### config.mk
export PLATFORM = sky130hd
export DESIGN_NAME = rr_packet_scheduler
export DESIGN_NICKNAME = d
export VERILOG_FILES = /design/src/rtl/rr_packet_scheduler.sv
export SDC_FILE = /design/constraint.sdc
export NUM_CORES = 1
export LEC_CHECK = 0
export BUFFER_PORTS_ARGS = -buffer_cell sky130_fd_sc_hd__buf_2
export CAP_MARGIN = 20
export CELL_PAD_IN_SITES_DETAIL_PLACEMENT = 2
export CELL_PAD_IN_SITES_GLOBAL_PLACEMENT = 2
export CORE_MARGIN = 4
export CORE_UTILIZATION = 24
export CTS_CLUSTER_SIZE = 24
export DETAILED_ROUTE_END_ITERATION = 6
export GPL_TIMING_DRIVEN = 0
export PLACE_DENSITY = 0.72
export SLEW_MARGIN = 20
export SYNTH_ARGS = -nofsm -noshare
export SYNTH_HDL_FRONTEND = slang
export SYNTH_SLANG_ARGS = --single-unit
### constraint.sdc
create_clock -name clk -period 1.44 [get_ports clk]
set_input_delay 0.072 -clock clk [delete_from_list [all_inputs] [get_ports clk]]
set_output_delay 0.072 -clock clk [all_outputs]
set_load 0.01 [all_outputs]
### src/rtl/rr_packet_scheduler.sv
// Packet-locked round-robin scheduler for one router output port.
// Ports: clk, rst_n, req, req_tail, out_ready -> grant, grant_idx, grant_valid, out_valid, xfer, starve_err (RR_STARVE_MON_EN).
module rr_packet_scheduler #(
  parameter int NUM_REQ      = 4,
  parameter int IDX_W        = $clog2(NUM_REQ),
  parameter int STARVE_LIMIT = 64
) (
  input  logic               clk,
  input  logic               rst_n,
  input  logic [NUM_REQ-1:0] req,
  input  logic [NUM_REQ-1:0] req_tail,
  input  logic               out_ready,
  output logic [NUM_REQ-1:0] grant,
  output logic [IDX_W-1:0]   grant_idx,
  output logic               grant_valid,
  output logic               out_valid,
  output logic               xfer,
  output logic [NUM_REQ-1:0] starve_err
);

  typedef enum logic {
    IDLE,
    BUSY
  } state_e;

  state_e               state_q;
  logic [NUM_REQ-1:0]   grant_q;
  logic [NUM_REQ-1:0]   grant_d;
  logic [IDX_W-1:0]     idx_q;
  logic [IDX_W-1:0]     last_q;
  logic [NUM_REQ-1:0]   hi;
  logic [IDX_W-1:0]     win_hi;
  logic [IDX_W-1:0]     win_lo;
  logic [IDX_W-1:0]     winner;
  logic                 found;
  logic                 tail_xfer;

  // Rotating pick: lowest request above last_q, else lowest overall.
  always_comb begin
    hi     = '0;
    win_hi = '0;
    win_lo = '0;
    for (int i = 0; i < NUM_REQ; i++) begin
      hi[i] = req[i] && (i > int'(last_q));
    end
    for (int i = NUM_REQ - 1; i >= 0; i--) begin
      if (hi[i])  win_hi = IDX_W'(i);
      if (req[i]) win_lo = IDX_W'(i);
    end
    winner = (|hi) ? win_hi : win_lo;
  end

  always_comb begin
    grant_d         = '0;
    grant_d[winner] = 1'b1;
  end

  assign found       = |req;
  assign grant_valid = (state_q == BUSY);
  assign out_valid   = grant_valid & req[idx_q];
  assign xfer        = out_valid & out_ready;
  assign tail_xfer   = xfer & req_tail[idx_q];
  assign grant       = grant_q;
  assign grant_idx   = idx_q;

  always_ff @(posedge clk or negedge rst_n) begin
    if (!rst_n) begin
      state_q <= IDLE;
      grant_q <= '0;
      idx_q   <= '0;
      last_q  <= IDX_W'(NUM_REQ - 1);
    end else begin
      unique case (state_q)
        IDLE: begin
          if (found) begin
            state_q <= BUSY;
            grant_q <= grant_d;
            idx_q   <= winner;
            last_q  <= winner;
          end
        end
        BUSY: begin
          // Locked until the tail flit is accepted; then
          // re-arbitrate in the same cycle so there is no bubble.
          if (tail_xfer) begin
            if (found) begin
              grant_q <= grant_d;
              idx_q   <= winner;
              last_q  <= winner;
            end else begin
              state_q <= IDLE;
              grant_q <= '0;
              idx_q   <= '0;
            end
          end
        end
        default: state_q <= IDLE;
      endcase
    end
  end

`ifdef RR_STARVE_MON_EN
  localparam int CNT_W = $clog2(STARVE_LIMIT + 1);
  localparam logic [CNT_W-1:0] LIM = CNT_W'(STARVE_LIMIT);

  logic [NUM_REQ-1:0][CNT_W-1:0] cnt_q;
  logic [NUM_REQ-1:0]            err_q;

  always_ff @(posedge clk or negedge rst_n) begin
    if (!rst_n) begin
      cnt_q <= '0;
      err_q <= '0;
    end else begin
      for (int i = 0; i < NUM_REQ; i++) begin
        if (grant_q[i] || !req[i]) begin
          cnt_q[i] <= '0;
        end else if (cnt_q[i] != LIM) begin
          cnt_q[i] <= cnt_q[i] + 1'b1;
        end
        // Sticky until the requester is finally served.
        if (grant_q[i]) begin
          err_q[i] <= 1'b0;
        end else if (cnt_q[i] == LIM) begin
          err_q[i] <= 1'b1;
        end
      end
    end
  end

  assign starve_err = err_q;
`else
  logic unused_limit;
  assign unused_limit = (STARVE_LIMIT > 0);
  assign starve_err   = '0;
`endif

endmodule

== Word level (Yosys, flattened, before mapping) ==
Index checks and enable logic that the tools add are counted.
Word-level totals
  word-level logic and storage cells: 51
  bits of input ports: 11
  flip-flop bits (word level): 9
Operators by class
  order comparisons: 6
  bitwise operators: 4
  equality and inequality tests: 2
  reduce and logical (&&, ||, !) cells: 7
  multiplexer cells: 28
Operator list (number)
  2-bit two-way mux: 13
  4-bit two-way mux: 3
  2-bit case mux with 2 select lines: 2
  4-bit case mux with 2 select lines: 1
  2-bit by 3-bit < comparator with 1-bit output, second input constant: 2
  1-bit two-way mux: 5
  1-bit binary-select mux with 2-bit select: 2
  2-bit greater-than comparator, first input constant: 2
  1-bit logical AND: 4
  4-bit OR reduction: 1
  1-bit bitwise AND: 3
  3-bit OR reduction: 1
  1-bit demux with 2-bit select: 1
  2-bit by 1-bit >= comparator with 1-bit output, second input constant: 1
  1-bit by 2-bit greater-than comparator with 1-bit output, first input constant: 1
  2-bit by 1-bit inequality test with 1-bit output, second input constant: 1
  2-bit inequality test, second input constant: 1
  1-bit case mux with 2 select lines: 1
  2-bit AND reduction: 1
  1-bit NOT: 1

== Depth between registers and ports, before layout ==
  word-level depth: 13
  gate-level depth with buffers: 5
  gate-level depth less buffers: 4

== Worst setup path before layout ==
OpenSTA, ideal clock, no wires.
  path type: flip-flop to flip-flop
  from: reg idx_q[1], in the netlist grant_idx[1]
  to: reg grant_q[0], in the netlist grant[0]
  buffers on the path: 0
  setup slack: -0.103 ns
  period minus slack after synthesis: 1.543 ns
  arrival: 1.422 ns
  setup time: 0.122 ns
  stages on the path, launching flop included: 5
  data required time: 1.318 ns
  path through: dfrtp_1 -> mux4_2 -> inv_2 -> o21ai_2 -> a32o_1
Between the ends
  word-level cells in the longest chain between the ends: 7
  elaborated cells between the ends (all ways): 9
  classes of those cells: eq/ne (1); mux (4); bitwise (3); reduce/logical (1)
RTL lines
  start: declaration: RTL line 29  | logic [IDX_W-1:0] idx_q;
  start signal: assignment: RTL line 78  | idx_q <= winner;
  start signal: assignment: RTL line 88  | idx_q <= winner;
  1-bit binary-select mux with 2-bit select: RTL line 60  | assign out_valid = grant_valid & req[idx_q];
  1-bit two-way mux (implied by the code): RTL line 60
  1-bit bitwise AND: RTL line 60
  1-bit bitwise AND: RTL line 61  | assign xfer = out_valid & out_ready;
  1-bit bitwise AND (*): RTL line 62  | assign tail_xfer = xfer & req_tail[idx_q];
  2-bit by 1-bit inequality test with 1-bit output (no line) (*)
  2-bit AND reduction (no line) (*)
  end signal: assignment: RTL line 77  | grant_q <= grant_d;
  end signal: assignment: RTL line 87  | grant_q <= grant_d;
  end: declaration: RTL line 27  | logic [NUM_REQ-1:0] grant_q;
Mark *: on every way between the ends. The rest lies on a longest branch, timed or not. The select of a mux whose other input is x is not followed.
A chain may end at the register's enable or synchronous reset.

== Worst setup path after layout ==
Ends and elaborated chain as after synthesis.

==> out/metrics.yaml <==
path_max_fanout: 7
hpwl_um: 1440
utilization_pct: 39.9
clk_pin_slew_worst_paths_ps: 60
pre_cts_ws_ps: -192
tightestPinTransition_ps: 979
ys_types: 31
fin_area_um2: 908
port_buffers: 19
seqCellArea_um2: 229
leakage_nw: 0.421
grt_max_degree: 10
antenna_found_initial: 0
intPower_mw: 0.987
power_frac_seq_pct: 29.2
fp.dieArea_mm2: 0.00332
crit_path_start_kind: "register"
grt_setup_unrepaired: "yes"
root_buffer: "clkbuf_4"
violations: "setup timing"
die_w_um: 57.7
fin_setup_tns_ps: -1590
maxCapViolations: 0
syn_inst: 60
cts_buffers: 3
vdd.ir_drop.worst_mv: 0.711
placementRows: 17
cts.htree.levels: 1
cp-end-kind: "register"
period_needed_ps: 1630
finalCritPeriodShare_pct: 113
fin_ws_ps: -189
hold_ws_ps: 168
cp.arrival_ps: 1770
drive_gt1_share_pct: 56.4
yosys_warnings: 0
power_frac_comb_pct: 58.9
first_pass_iters: 3
p_per_area_mw_per_mm2: 1770
multi_input_area_um2: 388
clock_skew_ps: 4.14
clockBufferDepth: 2
postSynthAreaPerCell_um2: 9.86
clockPowerShare_pct: 11.8
pin_count: 24
worstSetupPathType: "register to register"
drt_iter0_markers: 9
tritoncts: "built"
area.growth.synth_to_final_pct: 53.5
drt_wl_total_um: 1860
place_area_um2: 748
final_nets: 106
drv_slew: 0
wl_per_cell_um: 15.2
num_antenna_cells: 0
start_util_pct: 26.0
relSlewSlack_pct: 34.1
via_per_inst: 4.92
r2r_setup_slack_ps: -190
finalSetupViolCount: 11
fp.dieH_um: 57.7
clock_sinks: 9
hp-class: "primary input to register"
fillers: 258
status: "complete, but fails checks"
max_freq_ghz: 0.614
cp.required_ps: 1580
vias: 600
p_switching_mw: 0.624
clock_latency_ps: 260
seq_area_frac_synth_pct: 38.5
ant_nets: 0
gp_congestion: 0.716
p_sw_share_pct: 38.7
grt_pass1_wl_um: 3040
final_hold_viol_count: 0
track_usage_pct: 11.8
grt_pass1_vias: 650
ys_ff_latch: 9
core_area_mm2: 0.00228
overflow: 0
drc: 0
synthesis.area_um2: 592
## power by group through the flow
stage | combinational [mW] | clock (mW) | sequential (mW)
floorplan | 0.429 | 0 | 0.487
global placement | 0.637 | 0 | 0.470
detailed placement | 0.665 | 0 | 0.482
CTS | 0.855 | 0.206 | 0.469
global route | 1.03 | 0.219 | 0.491
finish | 0.949 | 0.191 | 0.471
## cells by family (layout without fill, tap and decap cells)
family	Yosys count	after routing	share of synthesized area, %
AO/OA/AOI/OAI	20	20	27.3
buffers and inverters	10	41	9.09
flip-flops	9	9	38.5
multiplexers	4	4	8.88
other	1	4	0.634
AND/OR/NAND/NOR	16	16	15.6
## path summary, 6_finish.rpt
path	startpoint	depth (start not counted)	to
min in group asynchronous	rst_n	2	grant_valid$_DFF_PN0_
setup / recovery	grant_idx[1]$_DFFE_PN0P_	5	grant[0]$_DFFE_PN0P_
max in group asynchronous	rst_n	2	last_q[1]$_DFFE_PN1P_
hold / removal	req[2]	3	grant_valid$_DFF_PN0_
hold reg to reg	last_q[0]$_DFFE_PN1P_	2	last_q[0]$_DFFE_PN1P_
setup reg to reg	grant_idx[1]$_DFFE_PN0P_	5	grant[0]$_DFFE_PN0P_
## per-stage QoR
step	cells	power (mW)
after CTS	119	1.53
after global placement	110	1.11
after detailed placement	110	1.15
after global routing	122	1.73
final	122	1.61
after floorplan	63	0.916
## per-layer routing
layer / GRT usage [%] / part of all wire [%] / vias up
li1: - / - / 289
met1: 13.6 / 41 / 291
met2: 21.3 / 52 / 18
met3: 4.01 / 6.2 / 2
met4: 1.99 / 0.43 / 0
met5: 0 / 0 / -
## cells in the final DEF (no fill, tap or decap), types with 3 or more instances in the layout
master,n
mux2i_1,3
nand2_1,4
dfrtp_1,6
conb_1,4
clkbuf_4,3
buf_6,3
inv_1,4
a32o_1,3
buf_2,17
buf_4,10
## cells in the mapped netlist
master     count  area [µm²]
mux2i_1        3        30.0
buf_4          4        30.0
and3_2         1        7.51
o21ai_0        1        5.00
a32oi_1        2        17.5
a21oi_1        2        10.0
or2_2          2        12.5
nand2_1        4        15.0
o21a_1         1        7.51
dfstp_2        2        52.6
dfrtp_1        7         175
and3b_1        1        8.76
o22a_1         1        8.76
nor4_1         1        6.26
a2111oi_0      1        8.76
o31a_1         1        8.76
o21ai_2        1        8.76
o32ai_1        2        17.5
conb_1         1        3.75
mux4_2         1        22.5
inv_1          4        15.0
inv_2          1        3.75
o22ai_1        1        6.26
a32o_1         4        40.0
nand2b_1       3        18.8
and2_2         1        7.51
nor2_1         1        3.75
clkbuf_2       1        5.00
nor2b_1        2        12.5
o31ai_1        1        7.51
a211oi_1       2        15.0
## timing repair
action,in CTS,in global routing
gates cloned,0,0
endpoints found under the setup margin,10,11
hold endpoints to repair,9,0
pin swaps,5,7
buffers inserted,4,3
hold buffers,1,0
gates resized for setup,9,7
## area by class of cell
class                           instances  area share [%]
Sequential cell                         9            25.2
Multi-Input combinational cell         44            42.7
Tap cell                               28            3.86
Clock buffer                            4            2.89
Timing Repair Buffer                   27            19.1
Buffer                                  5            3.86
Inverter                                5            2.34
## sequential cells by signal, summed over array words and instances, names as in the netlist
name         count
grant            4
grant_idx        2
grant_valid      1
last_q           2
## worst max-delay path: stages, from the launching register on
cell and delay, ps:
dfrtp_2 410, mux4_2 570, buf_6 150, inv_4 60, o21ai_4 80, a32o_2 240
No activity file was read; power rests on OpenSTA's default activity.
